==> src/rtl/duck_hunt_pkg.sv <==
// Shared types and widths for the Duck Hunt round sequencer.
// Saturating counter helpers keep the arithmetic out of the FSM body.
package duck_hunt_pkg;

  localparam int AMMO_W     = 3;
  localparam int DUCK_CNT_W = 4;
  localparam int ROUND_W    = 7;
  localparam int ROUND_MAX  = 99;

  typedef enum logic [2:0] {
    IDLE        = 3'd0,
    ROUND_START = 3'd1,
    PAUSE       = 3'd2,
    DUCK_ACTIVE = 3'd3,
    DUCK_GRACE  = 3'd4,
    ROUND_END   = 3'd5,
    GAME_OVER   = 3'd6
  } round_state_t;

  function automatic int max3(input int a, input int b, input int c);
    int m;
    m = (a > b) ? a : b;
    return (m > c) ? m : c;
  endfunction

  function automatic logic [DUCK_CNT_W-1:0] hits_inc(input logic [DUCK_CNT_W-1:0] h);
    return (h == {DUCK_CNT_W{1'b1}}) ? h : h + DUCK_CNT_W'(1);
  endfunction

  function automatic logic [ROUND_W-1:0] round_inc(input logic [ROUND_W-1:0] r);
    return (r >= ROUND_W'(ROUND_MAX)) ? r : r + ROUND_W'(1);
  endfunction

endpackage

==> src/rtl/delay_timer.sv <==
// Loadable down-counter shared by the pause, duck-timeout and grace waits.
// done is high whenever the count has drained to zero.
module delay_timer #(
  parameter int WIDTH = 8
) (
  input  logic             clk,
  input  logic             rst,
  input  logic             load,
  input  logic             en,
  input  logic [WIDTH-1:0] load_val,
  output logic             done
);

  logic [WIDTH-1:0] count_reg;

  always_ff @(posedge clk or negedge rst) begin
    if (!rst) begin
      count_reg <= '0;
    end else if (load) begin
      count_reg <= load_val;
    end else if (en && (count_reg != '0)) begin
      count_reg <= count_reg - WIDTH'(1);
    end
  end

  assign done = (count_reg == '0);

endmodule

==> src/rtl/ctl_round.sv <==
// Duck Hunt round sequencer: ammo, duck timeout, late-hit grace, hit counting
// and round pass/fail, driving the score counter and the duck spawner.
module ctl_round
  import duck_hunt_pkg::*;
#(
  parameter int SHOTS_PER_DUCK  = 3,
  parameter int DUCKS_PER_ROUND = 10,
  parameter int HITS_TO_PASS    = 6,
  parameter int DUCK_TIMEOUT    = 500_000_000,
  parameter int HIT_GRACE       = 1_000_000,
  parameter int PAUSE_CYCLES    = 100_000_000
) (
  input  logic                  clk,
  input  logic                  rst,
  input  logic                  start,
  input  logic                  trigger,
  input  logic                  duck_hit,
  output logic                  spawn_duck,
  output logic                  duck_active,
  output logic                  score_hit,
  output logic                  reset_score,
  output logic [AMMO_W-1:0]     ammo,
  output logic [DUCK_CNT_W-1:0] ducks_left,
  output logic [DUCK_CNT_W-1:0] hits,
  output logic [ROUND_W-1:0]    round_num,
  output logic                  game_over
);

  localparam int MAX_WAIT = max3(DUCK_TIMEOUT, HIT_GRACE, PAUSE_CYCLES);
  localparam int TW       = (MAX_WAIT > 1) ? $clog2(MAX_WAIT) : 1;

  // A wait of N cycles loads N-1 on the entering edge and ends on done.
  localparam logic [TW-1:0] PAUSE_LOAD   = TW'(PAUSE_CYCLES - 1);
  localparam logic [TW-1:0] TIMEOUT_LOAD = TW'(DUCK_TIMEOUT - 1);
  localparam logic [TW-1:0] GRACE_LOAD   = TW'(HIT_GRACE - 1);

  localparam logic [AMMO_W-1:0]     FULL_AMMO  = AMMO_W'(SHOTS_PER_DUCK);
  localparam logic [AMMO_W-1:0]     LAST_SHOT  = AMMO_W'(1);
  localparam logic [DUCK_CNT_W-1:0] ROUND_SIZE = DUCK_CNT_W'(DUCKS_PER_ROUND);
  localparam logic [DUCK_CNT_W-1:0] PASS_HITS  = DUCK_CNT_W'(HITS_TO_PASS);

  round_state_t          state_reg;
  logic                  spawn_duck_reg;
  logic                  duck_active_reg;
  logic                  score_hit_reg;
  logic                  reset_score_reg;
  logic [AMMO_W-1:0]     ammo_reg;
  logic [DUCK_CNT_W-1:0] ducks_left_reg;
  logic [DUCK_CNT_W-1:0] hits_reg;
  logic [ROUND_W-1:0]    round_num_reg;
  logic                  game_over_reg;

  logic          timer_load;
  logic [TW-1:0] timer_val;
  logic          timer_en;
  logic          timer_done;
  logic          last_shot;

  assign last_shot = (state_reg == DUCK_ACTIVE) && trigger && (ammo_reg == LAST_SHOT);
  assign timer_en  = (state_reg != IDLE) && (state_reg != GAME_OVER);

  // Reloads the shared timer on exactly the edges where the FSM enters a wait.
  always_comb begin
    timer_load = 1'b0;
    timer_val  = '0;
    case (state_reg)
      IDLE, GAME_OVER: begin
        if (start) begin
          timer_load = 1'b1;
          timer_val  = PAUSE_LOAD;
        end
      end
      ROUND_START: begin
        if (timer_done) begin
          timer_load = 1'b1;
          timer_val  = TIMEOUT_LOAD;
        end
      end
      DUCK_ACTIVE, DUCK_GRACE: begin
        if (duck_hit || timer_done) begin
          timer_load = 1'b1;
          timer_val  = PAUSE_LOAD;
        end else if (last_shot) begin
          timer_load = 1'b1;
          timer_val  = GRACE_LOAD;
        end
      end
      PAUSE: begin
        if (timer_done && (ducks_left_reg != '0)) begin
          timer_load = 1'b1;
          timer_val  = TIMEOUT_LOAD;
        end
      end
      ROUND_END: begin
        if (hits_reg >= PASS_HITS) begin
          timer_load = 1'b1;
          timer_val  = PAUSE_LOAD;
        end
      end
      default: begin
        timer_load = 1'b0;
        timer_val  = '0;
      end
    endcase
  end

  delay_timer #(
    .WIDTH (TW)
  ) u_timer (
    .clk      (clk),
    .rst      (rst),
    .load     (timer_load),
    .en       (timer_en),
    .load_val (timer_val),
    .done     (timer_done)
  );

  always_ff @(posedge clk or negedge rst) begin
    if (!rst) begin
      state_reg       <= IDLE;
      spawn_duck_reg  <= 1'b0;
      duck_active_reg <= 1'b0;
      score_hit_reg   <= 1'b0;
      reset_score_reg <= 1'b0;
      ammo_reg        <= '0;
      ducks_left_reg  <= '0;
      hits_reg        <= '0;
      round_num_reg   <= ROUND_W'(1);
      game_over_reg   <= 1'b0;
    end else begin
      spawn_duck_reg  <= 1'b0;
      score_hit_reg   <= 1'b0;
      reset_score_reg <= 1'b0;
      case (state_reg)
        IDLE, GAME_OVER: begin
          if (start) begin
            state_reg       <= ROUND_START;
            reset_score_reg <= 1'b1;
            round_num_reg   <= ROUND_W'(1);
            hits_reg        <= '0;
            ducks_left_reg  <= ROUND_SIZE;
            game_over_reg   <= 1'b0;
          end
        end
        ROUND_START: begin
          if (timer_done) begin
            state_reg       <= DUCK_ACTIVE;
            spawn_duck_reg  <= 1'b1;
            ammo_reg        <= FULL_AMMO;
            duck_active_reg <= 1'b1;
          end
        end
        DUCK_ACTIVE, DUCK_GRACE: begin
          if ((state_reg == DUCK_ACTIVE) && trigger && (ammo_reg != '0)) begin
            ammo_reg <= ammo_reg - AMMO_W'(1);
          end
          // A hit beats both the timeout and the last shot on the same cycle.
          if (duck_hit) begin
            state_reg       <= PAUSE;
            score_hit_reg   <= 1'b1;
            hits_reg        <= hits_inc(hits_reg);
            duck_active_reg <= 1'b0;
            ducks_left_reg  <= ducks_left_reg - DUCK_CNT_W'(1);
          end else if (timer_done) begin
            state_reg       <= PAUSE;
            duck_active_reg <= 1'b0;
            ducks_left_reg  <= ducks_left_reg - DUCK_CNT_W'(1);
          end else if (last_shot) begin
            state_reg <= DUCK_GRACE;
          end
        end
        PAUSE: begin
          if (timer_done) begin
            if (ducks_left_reg != '0) begin
              state_reg       <= DUCK_ACTIVE;
              spawn_duck_reg  <= 1'b1;
              ammo_reg        <= FULL_AMMO;
              duck_active_reg <= 1'b1;
            end else begin
              state_reg <= ROUND_END;
            end
          end
        end
        ROUND_END: begin
          if (hits_reg >= PASS_HITS) begin
            state_reg      <= ROUND_START;
            round_num_reg  <= round_inc(round_num_reg);
            ducks_left_reg <= ROUND_SIZE;
            hits_reg       <= '0;
          end else begin
            state_reg     <= GAME_OVER;
            game_over_reg <= 1'b1;
          end
        end
        default: begin
          state_reg <= IDLE;
        end
      endcase
    end
  end

  assign spawn_duck  = spawn_duck_reg;
  assign duck_active = duck_active_reg;
  assign score_hit   = score_hit_reg;
  assign reset_score = reset_score_reg;
  assign ammo        = ammo_reg;
  assign ducks_left  = ducks_left_reg;
  assign hits        = hits_reg;
  assign round_num   = round_num_reg;
  assign game_over   = game_over_reg;

endmodule

==> config.mk <==
export PLATFORM = sky130hd
export DESIGN_NAME = ctl_round
export DESIGN_NICKNAME = d
export VERILOG_FILES = /design/src/rtl/duck_hunt_pkg.sv /design/src/rtl/delay_timer.sv /design/src/rtl/ctl_round.sv
export SDC_FILE = /design/constraint.sdc
export NUM_CORES = 1
export LEC_CHECK = 0
export ABC_CLOCK_PERIOD_IN_PS = 6500
export BUFFER_PORTS_ARGS = -buffer_cell sky130_fd_sc_hd__buf_4
export CORE_MARGIN = 2
export CORE_UTILIZATION = 35
export DETAILED_ROUTE_END_ITERATION = 6
export MAX_ROUTING_LAYER = met4
export PLACE_DENSITY = 0.55
export SYNTH_ARGS = -nofsm -noshare
export SYNTH_HDL_FRONTEND = slang
export SYNTH_SLANG_ARGS = --single-unit
export TNS_END_PERCENT = 20
==> constraint.sdc <==
create_clock -name clk -period 6.5 [get_ports clk]
set_input_delay 0.975 -clock clk [delete_from_list [all_inputs] [get_ports clk]]
set_output_delay 0.975 -clock clk [all_outputs]
set_load 0.1 [all_outputs]
==> results.cfg, run 1 <==
[finish]
design_area_um2 = 3660
layout.nets = 393
final_cells = 491
final_cell_mix = dfrtp_1, nand2_1, nor2_1
drive_gt1_frac = 0.126
n_antenna_cell = 0
finish.utilization = 0.402
syn_to_final_growth_pct = 12.7
final_common_cell = dfrtp_1
largest_reg_flops = 29

[grt]
grt_pass1_wl_mm = 13.2
grt_max_degree = 56
antenna_found_initial = 0
overflow = 0
track_usage = 0.169
grt_pass1_vias = 2660

[placed_design]
port_buffers = 27
gp_congestion = 0.814
dpl_cell_area_um2 = 3560
place_ws_ps = 3550
place_hpwl_mm = 5.45
dp.cells = 483

[run_status]
outcome = finished, final reports clean

[critical_path]
crit_top_cell = nor4_4
critical_path_required_ps = 6680
cp_data_arrival_time_ps = 2920
cp_slowest_cell = nor4_4
rrSetupSlack_ps = 3760
r2r-start = u_timer.count_reg[19]
critical_path.cell_chain = nor4_4 > nand4_4 > nor4_4 > a21oi_1 > nand2_1 > o21ai_0
crit_family = simple AND/OR/NAND/NOR gates
crit_type = reg2reg
worst-path-stages = 6
worstSetupEndpointType = flip-flop
critPathMaxStageDelay_ps = 620
crit_fanout = 10
startpoint_type = flip-flop
reg2reg_to = u_timer.count_reg[27]
ff2ff_path_depth = 6
critPathBufInv = 0

[timing]
finalClockSkew_ps = 14.3
slew_viol_final = 0
setup_viol = 0
finalWorstSetupSlack_ps = 3760
worst_slew_pin_slew_ps = 954
whs_ps = 516
relSlewSlack = 0.358
finalSetupTns_ps = 0
max_freq_mhz = 364
period_minus_slack_ps = 2740
rsz0062_at_grt = no
finalCritPeriodShare = 0.422
hold_violations = 0

[power_and_ir_drop]
max-vdd-ir-drop_mv = 0.231
fin_total_pwr_mw = 1.47
power_density_nw_per_um2 = 401
p_leak_nw = 1.46

[routing]
m1WireLength_mm = 3.76
drc = 0
routed-via-count = 2656
met2_wirelength_mm = 3.69
highest_layer = met4
drtAntennaViolNets = 0
route.met3.wl_um = 159
wl_mm = 7.67
drt_iter0_markers = 68
dr.pass1.iters = 4
routedWlPerCell_um = 15.6
vias_per_cell = 5.41

[synthesis]
synth_top_family_by_area = simple AND/OR/NAND/NOR gates
synthXorXnorAreaFrac = 0.0809
synth_simple_gate_area_frac = 0.262
ys_warn_count = 0
ys_seq_elements = 55
synth-edff-count = 0
yosys.area_share.adder = 0.0378
syn_area_per_cell_um2 = 9.20
async_reset_ff_frac = 1.00
synth_area_um2 = 3250
synth.distinct_cells = 54
ys.flop_type = dfrtp_1
synth_seq_area_share = 0.424
synth-compound-area-share = 0.151
syn_nets = 367
synth_mux_area_frac = 0.0127
postSynthCellCount = 353

[clocking]
cts_max_path_buffers = 2
cts_tree = done
ctsResizeCount = 0
postCtsSetupRepairBufs = 0
cts_made_buffers = 5
h-tree-depth = 2
clock_sinks = 55
insertion_delay_ps = 320
cts_hold_buf = 0
root_buffer = clkbuf_8
clk_pin_slew_ps = 110

[die]
die_x_um = 100
die_h_um = 100
initial_core_util = 0.356
dieArea_um2 = 10100
placementRows = 35
core_um2 = 9110
num_io_pins = 28

[hold_path]
hold_depth = 2
whs_endpoint = game_over
hp-class = reg2reg
min_from = game_over

[run]
max-cap-violations = 0
-- worst max-delay path by stage --
stage | from | slack [ps] | to
final | u_timer.count_reg[19] | 3760 | u_timer.count_reg[27]
after global routing | u_timer.count_reg[19] | 3480 | u_timer.count_reg[27]
after CTS | u_timer.count_reg[19] | 3740 | u_timer.count_reg[27]
after detailed placement | duck_hit | 3550 | u_timer.count_reg[27]
after global placement | duck_hit | 3700 | u_timer.count_reg[27]
after floorplan | hits[0] | 3770 | ducks_left[2]
-- routing by layer --
layer,vias up,track usage
met5,-,-
met4,0,0.0390
met3,7,0.0244
met2,30,0.276
met1,1294,0.224
li1,1325,-
-- kinds of logic (layout without fill, tap and decap cells) --
group / Yosys count / after routing
and+or+nand+nor: 156 / 156
AOI/OAI and AO/OA: 72 / 72
DFF: 55 / 55
xor gates and xnor gates: 30 / 30
buffers and inverters: 26 / 53
adders and majority gates: 10 / 10
muxes: 4 / 4
-- layout make-up --
class                   instances  area [µm²]
fillers                       951        5450
multi-input cells             272        1770
repair buffers                 29         218
clock buffers                   7        86.3
well taps                     111         139
clock inverters                 1        8.76
inverters                      16        60.1
flip-flops and latches         55        1380
-- Yosys cell counts (4+ instances only) --
library cell	n	area, µm²
ha_1	9	113
nand4_1	6	37.5
dfrtp_1	54	1350
nand3_1	12	60.1
clkbuf_1	8	30.0
nor2b_1	4	25.0
or3_1	5	31.3
o21ai_0	21	105
xnor2_1	17	149
nor3_1	12	60.1
xor2_1	13	114
nor2_1	34	128
and2_1	5	31.3
nand3b_1	4	30.0
nand2b_1	4	25.0
nand2_1	37	139
a21oi_1	18	90.1
o211ai_1	6	45.0
inv_1	16	60.1
nor4_1	15	93.8
-- power by group --
group	switching, mW	total (mW)	internal (mW)
combinational	0.555	0.771	0.217
sequential	0.0886	0.488	0.400
clock	0.118	0.206	0.0878
-- worst reg2reg max path, cell delays in order (launching register included) --
cell and delay (ps):
dfrtp_1 480, nor4_4 470, nand4_4 250, nor4_4 620
a21oi_1 390, nand2_1 270, o21ai_0 120
Note: power is estimated with default switching activity, not from simulation.
==> run 2, diff against run 1 <==
--- a/config.mk
+++ b/config.mk
@@ -5,13 +5,13 @@
 export SDC_FILE = /design/constraint.sdc
 export NUM_CORES = 1
 export LEC_CHECK = 0
-export ABC_CLOCK_PERIOD_IN_PS = 6500
+export ABC_CLOCK_PERIOD_IN_PS = 2320
 export BUFFER_PORTS_ARGS = -buffer_cell sky130_fd_sc_hd__buf_4
 export CORE_MARGIN = 2
 export CORE_UTILIZATION = 35
 export DETAILED_ROUTE_END_ITERATION = 6
 export MAX_ROUTING_LAYER = met4
-export PLACE_DENSITY = 0.55
+export PLACE_DENSITY = 0.56
 export SYNTH_ARGS = -nofsm -noshare
 export SYNTH_HDL_FRONTEND = slang
 export SYNTH_SLANG_ARGS = --single-unit
==> constraint.sdc (replaced) <==
create_clock -name clk -period 2.32 [get_ports clk]
set_input_delay 0.348 -clock clk [delete_from_list [all_inputs] [get_ports clk]]
set_output_delay 0.348 -clock clk [all_outputs]
set_load 0.1 [all_outputs]
==> results.cfg, run 2 (synthesis results as in run 1) <==
[placed_design]
port_buffers = 27
dp.cells = 545
place_hpwl_mm = 6.03
dpl_cell_area_um2 = 4040
gp_congestion = 0.858

[finish]
final_common_cell = buf_4
design_area_um2 = 4240
largest_reg_flops = 29
finish.utilization = 0.465
layout.nets = 460
multi_input_area_um2 = 1820
final_cells = 558
seq_area_um2 = 1390
n_antenna_cell = 0
fillers = 887
drive_gt1_frac = 0.291
final_cell_mix = buf_4, dfrtp_1, nand2_1
syn_to_final_growth_pct = 30.5

[timing]
slew_viol_final = 0
hold_violations = 0
max_freq_mhz = 437
finalCritPeriodShare = 0.986
finalSetupTns_ps = 0
finalClockSkew_ps = 11.2
relSlewSlack = 0.527
worst_slew_pin_slew_ps = 710
setup_viol = 0
period_minus_slack_ps = 2290
rsz0062_at_grt = yes

[grt]
grt_pass1_wl_mm = 13.9
grt_max_degree = 56
overflow = 0
grt_pass1_vias = 2863
track_usage = 0.176
antenna_found_initial = 0

[power_and_ir_drop]
max-vdd-ir-drop_mv = 0.677
power_density_nw_per_um2 = 1090
p_leak_nw = 1.79

[die]
num_io_pins = 28
placementRows = 35
core_um2 = 9110
dieArea_um2 = 10100
die_x_um = 100
die_h_um = 100
initial_core_util = 0.356

[routing]
drc = 0
drtAntennaViolNets = 0
routed-via-count = 2934
drt_iter0_markers = 75
dr.pass1.iters = 4
wl_mm = 8.28
vias_per_cell = 5.26
routedWlPerCell_um = 14.8

[clocking]
cts_made_buffers = 5
clk_pin_slew_ps = 110
cts_max_path_buffers = 2
insertion_delay_ps = 320
root_buffer = clkbuf_8
clock_sinks = 55
h-tree-depth = 2
cts_hold_buf = 0
cts_tree = done

[critical_path]
crit_type = reg2reg
ff2ff_path_depth = 9
critPathBufInv = 3
cp_data_arrival_time_ps = 2490
reg2reg_to = state_reg[2]
startpoint_type = flip-flop
worstSetupEndpointType = flip-flop
critPathMaxStageDelay_ps = 400
rrSetupSlack_ps = 30
cp_slowest_cell = dfrtp_1
crit_fanout = 4
crit_top_cell = buf_4
r2r-start = u_timer.count_reg[5]
critical_path_required_ps = 2520
critical_path.cell_chain = nor4_2 > buf_4 > nand4_1 > nor4_4 > buf_4 > buf_4 > nor2_1 > a221oi_1 > mux2i_1
crit_family = simple AND/OR/NAND/NOR gates

[run]
max-cap-violations = 0

[run_status]
outcome = finished, final reports clean

[hold_path]
hp-class = in2async
[run 2: cell count changes in the layout (fill, tap and decap cells not counted), sizes merged]
cell / change
clkinv: -1
buf: +67
clkinvlp: +1
[run 2: worst max path at each step]
stage | slack (ps) | depth (start not counted) | to | from
finish | 30 | 9 | state_reg[2] | u_timer.count_reg[5]
global route | -80 | 9 | state_reg[2] | u_timer.count_reg[5]
CTS | 7 | 7 | state_reg[2] | u_timer.count_reg[15]
detailed placement | -90 | 8 | u_timer.count_reg[19] | u_timer.count_reg[5]
global placement | -30 | 8 | u_timer.count_reg[19] | u_timer.count_reg[5]
floorplan | -50 | 7 | round_num[3] | round_num[1]
[run 2: cell type report]
cell class | count | share of cell area
timing repair buffer | 96 | 0.170
multi-input combinational | 272 | 0.431
clock buffer | 7 | 0.0227
clock inverter | 1 | 0.00177
inverter | 16 | 0.0142
sequential | 55 | 0.328
tap | 111 | 0.0328
[run 2: repair_timing]
action / CTS / global route
resized for setup: 1 / 9
setup buffers: 0 / 5
gates cloned: 0 / 0
setup endpoints to repair: 9 / 25
hold endpoints to repair: 0 / 0
pin swaps: 0 / 5
[run 2: through the flow]
step	power (mW)	setup WS, ps	hold slack [ps]
CTS	4.61	7.31	102
finish	4.64	31.5	73.3
global placement	3.97	-28.1	452
detailed placement	3.99	-85.8	449
floorplan	3.05	-51.4	52.4
global route	4.94	-77.7	130
[run 2: routing by layer]
metal	track usage	vias up	wire, µm
met3	0.0334	7	196
met2	0.294	36	4090
met5	-	-	0
met1	0.227	1433	3900
li1	-	1458	-
met4	0.0316	0	89
[run 2: power by group]
part | internal (mW) | switching, mW
registers | 1.13 | 0.148
logic | 0.984 | 1.77
clock network | 0.273 | 0.337
total | 2.39 | 2.25
==> run 3, diff against run 2 <==
--- a/config.mk
+++ b/config.mk
@@ -7,11 +7,13 @@
 export LEC_CHECK = 0
 export ABC_CLOCK_PERIOD_IN_PS = 2320
 export BUFFER_PORTS_ARGS = -buffer_cell sky130_fd_sc_hd__buf_4
+export CELL_PAD_IN_SITES_DETAIL_PLACEMENT = 1
+export CELL_PAD_IN_SITES_GLOBAL_PLACEMENT = 2
 export CORE_MARGIN = 2
-export CORE_UTILIZATION = 35
+export CORE_UTILIZATION = 34
 export DETAILED_ROUTE_END_ITERATION = 6
 export MAX_ROUTING_LAYER = met4
-export PLACE_DENSITY = 0.56
+export PLACE_DENSITY = 0.81
 export SYNTH_ARGS = -nofsm -noshare
 export SYNTH_HDL_FRONTEND = slang
 export SYNTH_SLANG_ARGS = --single-unit
==> results.cfg, run 3 (synthesis results as in run 1) <==
[power_and_ir_drop]
max-vdd-ir-drop_mv = 0.718
fin_total_pwr_mw = 4.70
p_sw_mw = 2.27
swShare = 0.482
seq_power_share = 0.283
p_leak_nw = 1.69
power_density_nw_per_um2 = 1150
pwr-share-comb = 0.555
p_int_mw = 2.44
clockPowerShare = 0.163

[grt]
busiest_layer = met2
met1_usage = 0.237
grt_pass1_wl_mm = 15.6
grt_use_met3 = 0.0242
antenna_found_initial = 0
met2_usage = 0.345
overflow = 0
grt_pass1_vias = 3082
track_usage = 0.195
grt_max_degree = 56

[run_status]
outcome = finished, final reports clean

[timing]
setup_viol = 0
finalWorstSetupSlack_ps = 114
max_freq_mhz = 453
hold_violations = 0
whs_ps = 80.4
worst_slew_pin_slew_ps = 728
rsz0062_at_grt = yes
period_minus_slack_ps = 2210
finalCritPeriodShare = 0.951
finalSetupTns_ps = 0
finalClockSkew_ps = 6.63
slew_viol_final = 0
relSlewSlack = 0.515

[routing]
routed-via-count = 2913
drtAntennaViolNets = 0
drt_iter0_markers = 78
drc = 0
wl_mm = 9.23
vias_per_cell = 5.32
dr.pass1.iters = 4
routedWlPerCell_um = 16.8

[finish]
design_area_um2 = 4100
largest_reg_flops = 29
syn_to_final_growth_pct = 26.3
layout.nets = 432
finish.utilization = 0.444
drive_gt1_frac = 0.251
final_cell_mix = buf_4, dfrtp_1, nand2_1
final_common_cell = buf_4
final_cells = 548
n_antenna_cell = 0

[critical_path]
crit_type = reg2reg
crit_family = simple AND/OR/NAND/NOR gates
rrSetupSlack_ps = 110
ff2ff_path_depth = 7
startpoint_type = flip-flop
worstSetupEndpointType = flip-flop
startpoint = u_timer.count_reg[15]
cp_slowest_cell = dfrtp_1
reg2reg_to = ducks_left[2]
critical_path.cell_chain = nor4_4 > nand4_4 > nor4_4 > buf_6 > a21oi_2 > or4_1 > nand2_1
worst-path-stages = 7
endpoint = ducks_left[2]
cp_data_arrival_time_ps = 2460
critical_path_required_ps = 2580
crit_top_cell = nor4_4
critPathMaxStageDelay_ps = 430
crit_fanout = 10
critPathBufInv = 1
r2r-start = u_timer.count_reg[15]

[die]
dieArea_um2 = 10300
core_um2 = 9240
num_io_pins = 28
initial_core_util = 0.351
placementRows = 35
die_x_um = 102
die_h_um = 102

[run]
max-cap-violations = 0

[clocking]
root_buffer = clkbuf_8
cts_max_path_buffers = 2
postCtsSetupRepairBufs = 0
h-tree-depth = 2
cts_tree = done
insertion_delay_ps = 310
cts_made_buffers = 5
clock_sinks = 55
cts_hold_buf = 0
clk_pin_slew_ps = 100

[placed_design]
place_hpwl_mm = 6.78
port_buffers = 27
place_ws_ps = -30.5
dpl_cell_area_um2 = 3890
dp.cells = 540
gp_congestion = 0.848

[hold_path]
hp-class = in2async
run 3: cell count changes in the layout (fill, tap and decap cells not counted), moves of 2 or more:
| cell | change |
|---|---|
| clkbuf_8 | -2 |
| nor2b_2 | +2 |
| bufinv_16 | +2 |
| buf_4 | -30 |
| nor2b_1 | -2 |
| buf_6 | +2 |
run 3: repair_timing:
| action | 4_1_cts | 5_1_grt |
|---|---|---|
| pin swaps | 0 | 2 |
| cloned | 0 | 0 |
| setup endpoints to repair | 5 | 29 |
| resized for setup | 1 | 14 |
run 3: area by class of cell:
| type | count | area [µm²] |
|---|---|---|
| Timing Repair Buffer | 68 | 518 |
| Sequential cell | 55 | 1390 |
| Clock buffer | 5 | 68.8 |
| Fill cell | 1096 | 5140 |
| Tap cell | 129 | 161 |
| Inverter | 16 | 60.1 |
| Clock inverter | 3 | 67.6 |
| Multi-Input combinational cell | 272 | 1840 |
run 3: worst reg2reg max path: stages (launching register included):
cell and delay, ps:
dfrtp_1 430, nor4_4 400, nand4_4 220, nor4_4 310, buf_6 180, a21oi_2 110, or4_1 430, nand2_1 80
run 3: worst min-delay path by stage:
| stage | from | to | slack [ps] | cells after the start |
|---|---|---|---|---|
| finish | rst | u_timer.count_reg[20] | 80 | 1 |
| global route | rst | u_timer.count_reg[20] | 130 | 1 |
| CTS | rst | u_timer.count_reg[2] | 120 | 1 |
| detailed placement | rst | u_timer.count_reg[20] | 460 | 1 |
| global placement | rst | u_timer.count_reg[22] | 460 | 1 |
| floorplan | rst | ammo[0] | 50 | 0 |
run 3: power by group through the flow:
stage          clock, mW  sequential (mW)  combinational, mW
3_3_place_gp           0             1.33               2.53
3_5_place_dp           0             1.34               2.58
5_1_grt            0.820             1.36               2.81
2_1_floorplan          0             2.02               1.03
4_1_cts            0.787             1.32               2.59
6_report           0.764             1.33               2.61
run 3: metal layers:
| layer | routed length, µm | part of all wire |
|---|---|---|
| met1 | 4160 | 0.45 |
| met2 | 4760 | 0.52 |
| met3 | 231 | 0.025 |
| met4 | 74 | 0.0080 |
| met5 | 0 | 0 |
